--- src/rtl/write_arbiter.sv ---
// ============================================================================
// Module   : write_arbiter
// Brief    : Two-port AXI3 AW/W arbiter. Round-robin AW grant into a
//            registered output slot; W steered strictly in AW grant order.
//            Optional burst-length checking: WRITE_ARB_LEN_CHECK_EN.
// Revision : 1.0 - initial release
// ============================================================================
`default_nettype none

module write_arbiter #(
  parameter int ID_W      = 4,
  parameter int ADDR_W    = 32,
  parameter int DATA_W    = 32,
  parameter int USER_W    = 2,
  parameter int ORD_DEPTH = 4
) (
  input  logic                         clk,
  input  logic                         rst_n,
  // port 0 (regular flow)
  input  logic                         s0_awvalid,
  output logic                         s0_awready,
  input  logic [ID_W-1:0]              s0_awid,
  input  logic [ADDR_W-1:0]            s0_awaddr,
  input  logic [3:0]                   s0_awlen,
  input  logic [2:0]                   s0_awsize,
  input  logic [1:0]                   s0_awburst,
  input  logic [USER_W-1:0]            s0_awuser,
  input  logic                         s0_wvalid,
  output logic                         s0_wready,
  input  logic [ID_W-1:0]              s0_wid,
  input  logic [DATA_W-1:0]            s0_wdata,
  input  logic [DATA_W/8-1:0]          s0_wstrb,
  input  logic                         s0_wlast,
  // port 1 (special-memory merge/replay)
  input  logic                         s1_awvalid,
  output logic                         s1_awready,
  input  logic [ID_W-1:0]              s1_awid,
  input  logic [ADDR_W-1:0]            s1_awaddr,
  input  logic [3:0]                   s1_awlen,
  input  logic [2:0]                   s1_awsize,
  input  logic [1:0]                   s1_awburst,
  input  logic [USER_W-1:0]            s1_awuser,
  input  logic                         s1_wvalid,
  output logic                         s1_wready,
  input  logic [ID_W-1:0]              s1_wid,
  input  logic [DATA_W-1:0]            s1_wdata,
  input  logic [DATA_W/8-1:0]          s1_wstrb,
  input  logic                         s1_wlast,
  // downstream master
  output logic                         m_awvalid,
  input  logic                         m_awready,
  output logic [ID_W-1:0]              m_awid,
  output logic [ADDR_W-1:0]            m_awaddr,
  output logic [3:0]                   m_awlen,
  output logic [2:0]                   m_awsize,
  output logic [1:0]                   m_awburst,
  output logic [USER_W-1:0]            m_awuser,
  output logic                         m_wvalid,
  input  logic                         m_wready,
  output logic [ID_W-1:0]              m_wid,
  output logic [DATA_W-1:0]            m_wdata,
  output logic [DATA_W/8-1:0]          m_wstrb,
  output logic                         m_wlast,
  output logic [$clog2(ORD_DEPTH):0]   ord_count,
  output logic                         len_err
);

  localparam int PTR_W = $clog2(ORD_DEPTH);
  localparam int CNT_W = PTR_W + 1;
  localparam logic [CNT_W-1:0] ORD_FULL = CNT_W'(ORD_DEPTH);

  localparam logic [0:0] AW_IDLE = 1'b0;
  localparam logic [0:0] AW_HOLD = 1'b1;

  logic [0:0]        state_q, state_d;
  logic              rr_q, rr_d;
  logic [ID_W-1:0]   awid_q, awid_d;
  logic [ADDR_W-1:0] awaddr_q, awaddr_d;
  logic [3:0]        awlen_q, awlen_d;
  logic [2:0]        awsize_q, awsize_d;
  logic [1:0]        awburst_q, awburst_d;
  logic [USER_W-1:0] awuser_q, awuser_d;
  logic [CNT_W-1:0]  ord_count_q, ord_count_d;
  logic [PTR_W-1:0]  wr_ptr_q, wr_ptr_d;
  logic [PTR_W-1:0]  rd_ptr_q, rd_ptr_d;
  logic              port_mem_q [ORD_DEPTH];
  logic              port_mem_d [ORD_DEPTH];

  logic w_empty, w_head, w_hs, w_pop, w_room, w_can_cap, w_push, w_winner;
  logic [3:0] w_push_len;

  // ---------------- W steering (combinational) ----------------
  assign w_empty   = (ord_count_q == '0);
  assign w_head    = port_mem_q[rd_ptr_q];
  assign m_wvalid  = !w_empty && (w_head ? s1_wvalid : s0_wvalid);
  assign s0_wready = !w_empty && !w_head && m_wready;
  assign s1_wready = !w_empty &&  w_head && m_wready;
  assign m_wid     = w_head ? s1_wid   : s0_wid;
  assign m_wdata   = w_head ? s1_wdata : s0_wdata;
  assign m_wstrb   = w_head ? s1_wstrb : s0_wstrb;
  assign m_wlast   = w_head ? s1_wlast : s0_wlast;
  assign w_hs      = m_wvalid && m_wready;
  assign w_pop     = w_hs && m_wlast;

  // A wlast pop frees a slot in the same cycle, so a full FIFO can still accept.
  assign w_room    = (ord_count_q != ORD_FULL) || w_pop;
  assign w_can_cap = ((state_q == AW_IDLE) || m_awready) && w_room;
  assign w_winner  = (s0_awvalid && s1_awvalid) ? rr_q : s1_awvalid;
  assign w_push    = w_can_cap && (s0_awvalid || s1_awvalid);
  assign s0_awready = w_push && !w_winner;
  assign s1_awready = w_push &&  w_winner;
  assign w_push_len = w_winner ? s1_awlen : s0_awlen;

  // ---------------- AW FSM ----------------
  always_ff @(posedge clk) begin
    if (rst_n) state_q <= AW_IDLE;
    else       state_q <= state_d;
  end

  always_comb begin
    state_d = state_q;
    if (w_push)         state_d = AW_HOLD;
    else if (m_awready) state_d = AW_IDLE;
  end

  always_comb begin
    m_awvalid = (state_q == AW_HOLD);
  end

  // ---------------- AW register, arbiter and order FIFO ----------------
  always_comb begin
    rr_d        = rr_q;
    awid_d      = awid_q;
    awaddr_d    = awaddr_q;
    awlen_d     = awlen_q;
    awsize_d    = awsize_q;
    awburst_d   = awburst_q;
    awuser_d    = awuser_q;
    wr_ptr_d    = wr_ptr_q;
    rd_ptr_d    = rd_ptr_q;
    port_mem_d  = port_mem_q;
    ord_count_d = ord_count_q;
    if (w_push) begin
      rr_d      = !w_winner;
      awid_d    = w_winner ? s1_awid    : s0_awid;
      awaddr_d  = w_winner ? s1_awaddr  : s0_awaddr;
      awlen_d   = w_push_len;
      awsize_d  = w_winner ? s1_awsize  : s0_awsize;
      awburst_d = w_winner ? s1_awburst : s0_awburst;
      awuser_d  = w_winner ? s1_awuser  : s0_awuser;
      port_mem_d[wr_ptr_q] = w_winner;
      wr_ptr_d  = wr_ptr_q + PTR_W'(1);
    end
    if (w_pop) rd_ptr_d = rd_ptr_q + PTR_W'(1);
    if (w_push && !w_pop)      ord_count_d = ord_count_q + CNT_W'(1);
    else if (!w_push && w_pop) ord_count_d = ord_count_q - CNT_W'(1);
  end

  always_ff @(posedge clk) begin
    if (rst_n) begin
      rr_q        <= 1'b0;
      awid_q      <= '0;
      awaddr_q    <= '0;
      awlen_q     <= '0;
      awsize_q    <= '0;
      awburst_q   <= '0;
      awuser_q    <= '0;
      wr_ptr_q    <= '0;
      rd_ptr_q    <= '0;
      ord_count_q <= '0;
      for (int i = 0; i < ORD_DEPTH; i++) port_mem_q[i] <= 1'b0;
    end else begin
      rr_q        <= rr_d;
      awid_q      <= awid_d;
      awaddr_q    <= awaddr_d;
      awlen_q     <= awlen_d;
      awsize_q    <= awsize_d;
      awburst_q   <= awburst_d;
      awuser_q    <= awuser_d;
      wr_ptr_q    <= wr_ptr_d;
      rd_ptr_q    <= rd_ptr_d;
      ord_count_q <= ord_count_d;
      port_mem_q  <= port_mem_d;
    end
  end

  assign m_awid    = awid_q;
  assign m_awaddr  = awaddr_q;
  assign m_awlen   = awlen_q;
  assign m_awsize  = awsize_q;
  assign m_awburst = awburst_q;
  assign m_awuser  = awuser_q;
  assign ord_count = ord_count_q;

`ifdef WRITE_ARB_LEN_CHECK_EN
  logic [3:0] len_mem_q [ORD_DEPTH];
  logic [3:0] len_mem_d [ORD_DEPTH];
  logic [3:0] beat_q, beat_d;
  logic       len_err_q, len_err_d;

  // Beat counter tracks the head burst; it restarts whenever that burst pops.
  always_comb begin
    len_mem_d = len_mem_q;
    beat_d    = beat_q;
    len_err_d = len_err_q;
    if (w_push) len_mem_d[wr_ptr_q] = w_push_len;
    if (w_hs) begin
      if (m_wlast != (beat_q == len_mem_q[rd_ptr_q])) len_err_d = 1'b1;
      beat_d = w_pop ? 4'd0 : beat_q + 4'd1;
    end
  end

  always_ff @(posedge clk) begin
    if (rst_n) begin
      beat_q    <= '0;
      len_err_q <= 1'b0;
      for (int i = 0; i < ORD_DEPTH; i++) len_mem_q[i] <= '0;
    end else begin
      beat_q    <= beat_d;
      len_err_q <= len_err_d;
      len_mem_q <= len_mem_d;
    end
  end

  assign len_err = len_err_q;
`else
  assign len_err = 1'b0;
`endif

endmodule

`default_nettype wire

--- config.mk ---
export PLATFORM = sky130hd
export DESIGN_NAME = write_arbiter
export DESIGN_NICKNAME = d
export VERILOG_FILES = /design/src/rtl/write_arbiter.sv
export SDC_FILE = /design/constraint.sdc
export NUM_CORES = 1
export LEC_CHECK = 0
export CAP_MARGIN = 10
export CORE_AREA = 2 2 109 111
export DETAILED_ROUTE_END_ITERATION = 6
export DIE_AREA = 0 0 111 113
export DONT_BUFFER_PORTS = 1
export GPL_ROUTABILITY_DRIVEN = 1
export PLACE_DENSITY = 0.49
export SLEW_MARGIN = 20
export SYNTH_ARGS = -nofsm -noshare
export SYNTH_HDL_FRONTEND = slang
export SYNTH_SLANG_ARGS = --single-unit
--- constraint.sdc ---
create_clock -name clk -period 4.7 [get_ports clk]
set_clock_uncertainty 0.05 [all_clocks]
set_input_delay 0.94 -clock clk [delete_from_list [all_inputs] [get_ports clk]]
set_output_delay 0.94 -clock clk [all_outputs]
set_load 0.02 [all_outputs]
# Yosys cells after proc, flatten, opt, wreduce, memory -nomap -nowiden
# Index checks and enable logic that the tools add are counted.
# W data, S select, Z words.
# totals
ff_bits,60
inputBits,184
output_inout_bits,98
elab_cells,74
# classes
addsub,4
magnitude_cmp,3
n_eq_ne,1
mux,22
bitwise,3
reduce_logical,26
# op_table
operator,n
$mux W32,2
$mux W4,4
$logic_and A1 B1 Y1,15
$mux W3,3
$mux W1,8
$ge A3 B3 Y1 const B,2
$not A2 Y3,2
$logic_not A1 Y1,5
$add A2 B1 Y2 const B,2
$bwmux W4,1
$mux W2,2
$reduce_bool A2 Y1,2
$add A3 B1 Y3 const B,1
$logic_not A3 Y1,1
$logic_or A1 B1 Y1,3
$lt A3 B1 Y1 const B,1
$ne A3 B3 Y1 const B,1
$sub A3 B1 Y3 const B,1
$bmux W1 S2,1
$demux W1 S2,1
$not A1 Y1,1

# Longest topological paths before layout
# Gate-level depths: netlist of the first run.
# depth
ltp_word,15
ltp_mapped,12
depth_no_buf,10

# Worst setup path before layout of the first run
# Ideal clock, no wire load.
# synth_timing
kind,input-to-output
startpoint,input port m_awready
endpoint,output port s0_awready
arrival_ps,2189
required_ps,3710
setup_slack_ps,1521
path_stages,7
path_buffers,3
cell_sequence,nand2b_1 > clkbuf_1 > o311ai_1 > o21a_1 > buf_6 > buf_6 > nor2_1
# synth_via
elab_chain_len,4
# synth_lines
item,line_no,text
from (decl),51,"input logic m_awready,"
$logic_or A1 B1 Y1,107,assign w_can_cap = ((state_q == AW_IDLE) || m_awready) && w_room;
$logic_and A1 B1 Y1,107,
$logic_and A1 B1 Y1,109,assign w_push = w_can_cap && (s0_awvalid || s1_awvalid);
$logic_and A1 B1 Y1,110,assign s0_awready = w_push && !w_winner;
to (decl),21,"output logic s0_awready,"
# Every way passes these cells.

# Worst setup path in the final report of the first run
# layout_timing
startpoint,register rd_ptr_q[0]
endpoint,output port s0_awready
# layout_via
elab_chain_len,12
word_cells_on_any_way,13
cone_classes,5 x mux; 1 x bitwise; 7 x reduce/logical
# layout_lines
item,line_no,text
from (decl),85,"logic [PTR_W-1:0] rd_ptr_q, rd_ptr_d;"
from (signal assigned),181,rd_ptr_q <= rd_ptr_d;
$not A2 Y3 (not written as such) (*),94,assign w_head = port_mem_q[rd_ptr_q];
$bmux W1 S2 (*),94,
$mux W1 (not written as such) (*) (2 in series),94,
$mux W1,95,assign m_wvalid = !w_empty && (w_head ? s1_wvalid : s0_wvalid);
$logic_and A1 B1 Y1,95,
$logic_and A1 B1 Y1,102,assign w_hs = m_wvalid && m_wready;
$logic_and A1 B1 Y1 (*),103,assign w_pop = w_hs && m_wlast;
$logic_or A1 B1 Y1 (*),106,assign w_room = (ord_count_q != ORD_FULL) || w_pop;
$logic_and A1 B1 Y1 (*),107,
$logic_and A1 B1 Y1 (*),109,
$logic_and A1 B1 Y1 (*),110,
# Mark *: on every way between the ends. The rest lies on a longest branch, timed or not. The select of a mux whose other input is x is not followed.

==> key figures, run 1 <==
Synthesis
  – Yosys cell types: 35
  – Cells after Synth: 370
  – Netlist Area Pre-Place: between 3000 and 4000 um^2
  – Top-area cell type share of the netlist area: 32.7%
  – Seq cells post-synth: 60
  – Post-synth EDFFs: 0
  – Synth top cells by count: 60 x dfxtp_1, 54 x mux2i_1, 47 x o2111ai_1, 47 x o31ai_1, 42 x mux2_2
  – Post-synth net total: 560
  – Synth warn: 0
  – Most numerous cell in the Yosys netlist: dfxtp_1
  – Ys async rst share: 0%
  – Main flop type after synthesis: dfxtp_1
  – Syn Area/Cell: between 9 and 10 um^2
  – Dominant cells by area after synthesis: dfxtp_1 33%, mux2i_1 15%, mux2_2 13%, o2111ai_1 11%, o31ai_1 9.6%
  – Post-synthesis sequential area ratio: between 30 and 40%
  – Dominant cell type by area after synthesis: dfxtp_1

Setup path
  – Worst r2r src: rd_ptr_q[0]
  – FF-to-FF path depth: 10
  – Critical path peak fanout: 58
  – CP endpoint kind: output port
  – Buffers plus inverters on the worst setup path: 0
  – CP max stage cell: mux4_2
  – Critical path type: reg2out
  – Worst setup path end: s0_awready
  – Slowest stage delay, CP: 540 ps
  – Crit path from: rd_ptr_q[0]
  – Crit path DAT: 2620 ps
  – R2R Setup Slk: 1290 ps
  – Worst setup SP type: flop
  – Critical-path cell list: mux4_2 -> mux2_4 -> o21a_2 -> nor2_1
  – Worst path top cell family by delay: multiplexers
  – Critical Path Stages: 4
  – RR Endpoint: ord_count[2]
  – Worst endpoint required time: 3710 ps

Die
  – Die height: about 110 um
  – I/O pins: between 200 and 300
  – Starting Density: 32.6%
  – Die span in x: 111 um
  – # rows: 39
  – CORE AREA: 11300 um^2
  – Die area: 12500 um^2

Timing
  – Max Slew Vio Count: 0
  – Fmax: about 280 MHz
  – Final min period: 3610 ps
  – Share of the clock period used by the worst path: 76.8%
  – Endpoints failing hold: 0
  – Worst-Margin Slew: 991 ps
  – Setup tns final: 0 ps
  – Unrepaired setup endpoints after global routing: no
  – Setup violations, final: 0
  – Normalized max-slew margin: approximately a third

Power and ir drop
  – Sw Share: 40.0%
  – Power Density: 548 nW/um^2
  – Sequential Power Share: 37.7%
  – Comb power frac: 29.9%
  – Pint: 0.00131 W
  – Peak supply drop: around 0.31 mV
  – Net Sw Power: 0.000876 W
  – Pwr Total: 0.00219 W
  – Clk pwr share: 32.4%
  – Leakage power: 1.37 nW

Placed design
  – Post-DP Area: 3670 um^2
  – Cell Count Post-Placement: 471
  – HPWL after DPL: 7960 um
  – Count of input and output buffers: 0
  – GP Congestion: 0.711

Global routing
  – First-pass GRT wire length: 16300 um
  – Vias in the first global route: 2795
  – Largest net degree at the start of global routing: 59
  – Total grt overflow: 0
  – Total GRT Usage: between 10% and 20%
  – Initial antenna violation count: 2

Status
  – Status: finished, final reports clean

Drt
  – DRC: 0
  – Vias: 2981
  – Wire per inst: 23.1 um
  – Vias per cell: 6.10
  – Initial DRC count: around 130
  – Post-Route WL: 11300 um
  – TritonRoute pass-1 iters: 4
  – ANT nets after route: 0

Clocking
  – Cts repair resizes: 0
  – Clock Path Buffers: 2
  – Post-CTS setup buffers: 0
  – Reg clk slew, reported paths: 50 ps
  – CTS tree: yes
  – Number of buffers created by CTS: 9
  – Sink Count: 60
  – Later-pin clock latency in the skew report: 320 ps
  – Clock Tree Root: clkbuf_16
  – CTS H-tree depth: 3
  – Hold Buf Count CTS: 0

Final layout
  – Fin area: 4000 um^2
  – Nets: 529
  – Area Growth Syn to Fin: 8.82%
  – Reg area: 1200 um^2
  – Fill cell count: 1135
  – Multi-input gate area: ~2200 um^2
  – Finished Layout Cells: 489
  – Fraction of layout cells with a size suffix above 1: ~20%

Run
  – Max Cap Viol: 0

Min path
  – Hold WC Path Type: reg2reg
## through the flow
| step | hold WS, ps | utilization (%) | setup slack [ps] |
|---|---|---|---|
| 6_report | 412 | 35.5 | 1090 |
| 5_1_grt | 437 | 35.5 | 966 |
| 4_1_cts | 413 | 35.4 | 1050 |
| 3_5_place_dp | 405 | 32.6 | 1250 |
| 3_3_place_gp | 394 | 32.6 | 1270 |
| 2_1_floorplan | 382 | - | 1520 |
## cell type report
type                       instances  share of cell area, %
inverter                          11                   1.03
tap                              143                   4.48
clock inverter                     6                   2.22
sequential                        60                   30.0
antenna                            2                  0.125
multi-input combinational        252                   55.4
timing repair buffer               5                  0.939
clock buffer                      10                   5.73
## how the worst min path moves through the flow
stage                        startpoint       endpoint  slack [ps]  depth (start not counted)
after floorplan           port_mem_q[1]  port_mem_q[1]         380                          2
after global placement    port_mem_q[3]  port_mem_q[3]         390                          2
after detailed placement  port_mem_q[0]  port_mem_q[0]         400                          2
after CTS                 port_mem_q[0]  port_mem_q[0]         410                          2
after global routing      port_mem_q[3]  port_mem_q[3]         440                          2
final                     port_mem_q[0]  port_mem_q[0]         410                          2
## state kept, by name (all words and copies together), names as in the netlist
register,cells
wr_ptr_q,2
ord_count,3
rd_ptr_q,2
m_awvalid,1
m_awlen,4
m_awuser,2
m_awid,4
rr_q,1
m_awburst,2
m_awsize,3
port_mem_q,4
m_awaddr,32
## cells in the final DEF (no fill, tap or decap), types with 2 or more instances in the layout
master / instances
nand2_1: 11
buf_4: 5
nand4_1: 4
or3_1: 3
diode_2: 2
nand2b_1: 4
bufinv_16: 2
o21ai_0: 3
nor2_1: 8
xor2_1: 2
mux2i_1: 54
a21oi_1: 4
clkbuf_16: 9
o2111ai_1: 47
o22ai_1: 4
dfxtp_1: 60
mux2_2: 42
o31ai_1: 47
inv_1: 10
clkinvlp_4: 2
ha_1: 5
## worst reg2reg max path, delay by kind of cell, from the launching register on
kind            cells  cell delay [ps]
fa+ha+maj           2              570
mux                 2             1080
buf+inv             2              230
compound gates      2              580
xor+xnor            1              150
simple gates        1              300
flops               1              380
## kinds of logic (layout without fill, tap and decap cells)
logic type | count (synthesis) | in the layout | share of synthesized area (%)
compound gates | 110 | 110 | 23.6
xor+xnor | 2 | 2 | 0.477
fa+ha+maj | 6 | 6 | 2.25
buf+inv | 58 | 32 | 7.66
flops | 60 | 60 | 32.7
mux | 98 | 98 | 28.6
other cells | 1 | 3 | 0.102
simple gates | 35 | 35 | 4.60
## layer usage
layer | vias up | routed length (um) | GRT usage [%]
li1 | 1388 | - | -
met1 | 1397 | 4230 | 19.1
met2 | 182 | 5850 | 29.0
met3 | 14 | 891 | 5.30
met4 | 0 | 317 | 7.50
met5 | - | 0 | 0
## power by group through the flow
stage	Sequential, W	Combinational [W]	Clock [W]
after detailed placement	0.000838	0.000661	0
after global routing	0.000839	0.000715	0.000752
final	0.000826	0.000654	0.000708
after floorplan	0.000802	0.000592	0
after global placement	0.000839	0.000654	0
after CTS	0.000828	0.000663	0.000730
Note: power is estimated with default switching activity, not from simulation.
==> inputs of run 2 (changes only) <==
clock period = 3.64 ns   (was 4.7 ns; I/O delays follow)
==> run 2 against run 1 <==
Effect of this change: total power increased by 26%; die area unchanged; register-to-register slack got worse by 790 ps; first-iteration DRC count decreased by 11%; critical path type is now reg2reg; critical endpoint is now ord_count[2].
==> key figures, run 2 (same netlist as run 1, synthesis figures left out) <==
Timing
  – Fmax: between 300 and 400 MHz
  – Setup violations, final: 0 (unchanged)
  – Max Slew Vio Count: 0 (unchanged)
  – Endpoints failing hold: 0 (unchanged)
  – Worst hold margin: 409 ps (was 412 ps)
  – Setup WS post-layout: 504 ps (was 1090 ps)
  – Final min period: between 3000 and 4000 ps
  – Normalized max-slew margin: 33.2% (was 33.8%)
  – Setup tns final: 0 ps (unchanged)
  – Share of the clock period used by the worst path: a little under nine tenths
  – Unrepaired setup endpoints after global routing: no (unchanged)
  – Worst-Margin Slew: 1000 ps (was 991 ps)

Drt
  – TritonRoute pass-1 iters: 6 (was 4)
  – Wire per inst: 23.0 um (was 23.1 um)
  – ANT nets after route: 0 (unchanged)
  – Vias per cell: 6.19 (was 6.10)
  – DRC: 0 (unchanged)
  – Initial DRC count: 119 (was 133)
  – Post-Route WL: 11300 um (about the same)
  – Vias: 3040 (was 2981)

Global routing
  – Largest net degree at the start of global routing: 58 (was 59)
  – Total grt overflow: 0 (unchanged)
  – Initial antenna violation count: 2 (unchanged)
  – First-pass GRT wire length: 16400 um (was 16300 um)
  – Vias in the first global route: 2793 (was 2795)
  – Total GRT Usage: 16.8% (about the same)

Clocking
  – Clock Tree Root: clkbuf_16 (unchanged)
  – Later-pin clock latency in the skew report: 320 ps (about the same)
  – CTS tree: yes (unchanged)
  – Sink Count: 60 (unchanged)
  – Cts repair resizes: 0 (unchanged)
  – Clock Path Buffers: 2 (unchanged)
  – Reg clk slew, reported paths: 50 ps (about the same)
  – Hold Buf Count CTS: 0 (unchanged)
  – Number of buffers created by CTS: 9 (unchanged)
  – CTS H-tree depth: 3 (unchanged)
  – Post-CTS setup buffers: 0 (unchanged)

Die
  – # rows: 39 (unchanged)
  – CORE AREA: 11300 um^2 (unchanged)
  – Die area: 12500 um^2 (unchanged)
  – Die height: 113 um (unchanged)
  – Starting Density: 32.6% (unchanged)
  – Die span in x: 111 um (unchanged)
  – I/O pins: 282 (unchanged)

Setup path
  – CP max stage cell: mux4_2 (unchanged)
  – Critical-path cell list: mux4_2 -> mux2_4 -> buf_4 -> nand2b_1 -> ha_1 -> inv_1 -> fa_1 -> xor2_1 -> or3_1 -> a21oi_1 (was mux4_2 -> mux2_4 -> o21a_2 -> nor2_1)
  – Slowest stage delay, CP: 540 ps (about the same)
  – Critical path type: reg2reg (was reg2out)
  – Critical path peak fanout: 57 (was 58)
  – Worst path top cell family by delay: multiplexers (unchanged)
  – Worst setup SP type: flop (unchanged)
  – Crit path DAT: 3350 ps (was 2620 ps)
  – Buffers plus inverters on the worst setup path: 2 (was 0)
  – Worst endpoint required time: 3850 ps (was 3710 ps)
  – CP endpoint kind: flop (was output port)

Power and ir drop
  – Leakage power: 1.38 nW (was 1.37 nW)
  – Peak supply drop: 0.394 mV (was 0.314 mV)
  – Power Density: 690 nW/um^2 (was 548 nW/um^2)

Placed design
  – Pre-CTS WS: 457 ps (was 1250 ps)
  – Count of input and output buffers: 0 (unchanged)
  – GP Congestion: 0.714 (was 0.711)
  – HPWL after DPL: 7990 um (was 7960 um)

Final layout
  – Fraction of layout cells with a size suffix above 1: 20.8% (was 20.3%)
  – Commonest non-fill, non-tap cell in the layout: dfxtp_1 (unchanged)
  – Nets: 533 (was 529)
  – Commonest non-fill, non-tap cells in the layout: 60 x dfxtp_1, 54 x mux2i_1, 47 x o2111ai_1, 47 x o31ai_1, 42 x mux2_2 (unchanged)
  – Max reg flops: 32 (unchanged)
  – Area Growth Syn to Fin: 8.92% (was 8.82%)
  – Layout Utilization: 35.5% (about the same)

Status
  – Status: finished, final reports clean (unchanged)

Run
  – Max Cap Viol: 0 (unchanged)

Min path
  – Hold WC Path Type: reg2reg (unchanged)
==> run 2: path summary, 6_finish.rpt <==
path            startpoint       endpoint  slack [ps]  cells after the start
max            rd_ptr_q[0]   ord_count[2]         500                     10
min          port_mem_q[1]  port_mem_q[1]         410                      2
max reg2reg    rd_ptr_q[0]   ord_count[2]         500                     10
min reg2reg  port_mem_q[1]  port_mem_q[1]         410                      2
==> run 2: area by class of cell <==
class | instances | area [um^2]
Multi-Input combinational cell | 252 | 2220
Clock buffer | 12 | 256
Tap cell | 143 | 179
Clock inverter | 2 | 35.0
Fill cell | 1157 | 7270
Timing Repair Buffer | 9 | 67.6
Antenna cell | 2 | 5.00
Sequential cell | 60 | 1200
Inverter | 11 | 41.3
==> run 2: metrics by stage <==
stage                     cells  area, um^2  total power, W
after CTS                   489        4000         0.00281
final                       491        4000         0.00276
after floorplan             370        3670         0.00180
after global placement      475        3700         0.00194
after global routing        491        4000         0.00292
after detailed placement    475        3700         0.00195
==> run 2: per-layer routing <==
metal / vias up / wire [um] / track usage (%)
li1: 1393 / - / -
met1: 1465 / 4130 / 18.1
met2: 166 / 5940 / 30.0
met3: 16 / 864 / 5.78
met4: 0 / 343 / 7.67
met5: - / 0 / 0
==> run 2: tightest hold or removal path, delay by kind of cell (launching register included) <==
kind | cells | cell delay (ps)
DFF | 1 | 300
muxes | 1 | 50
and+or+nand+nor | 1 | 50
==> run 2: report_power, final <==
part           internal, W  total (W)  switching, W
Combinational     0.000306   0.000855      0.000549
Clock             0.000558   0.000840      0.000282
Sequential        0.000798    0.00107      0.000269
Total              0.00166    0.00276       0.00110
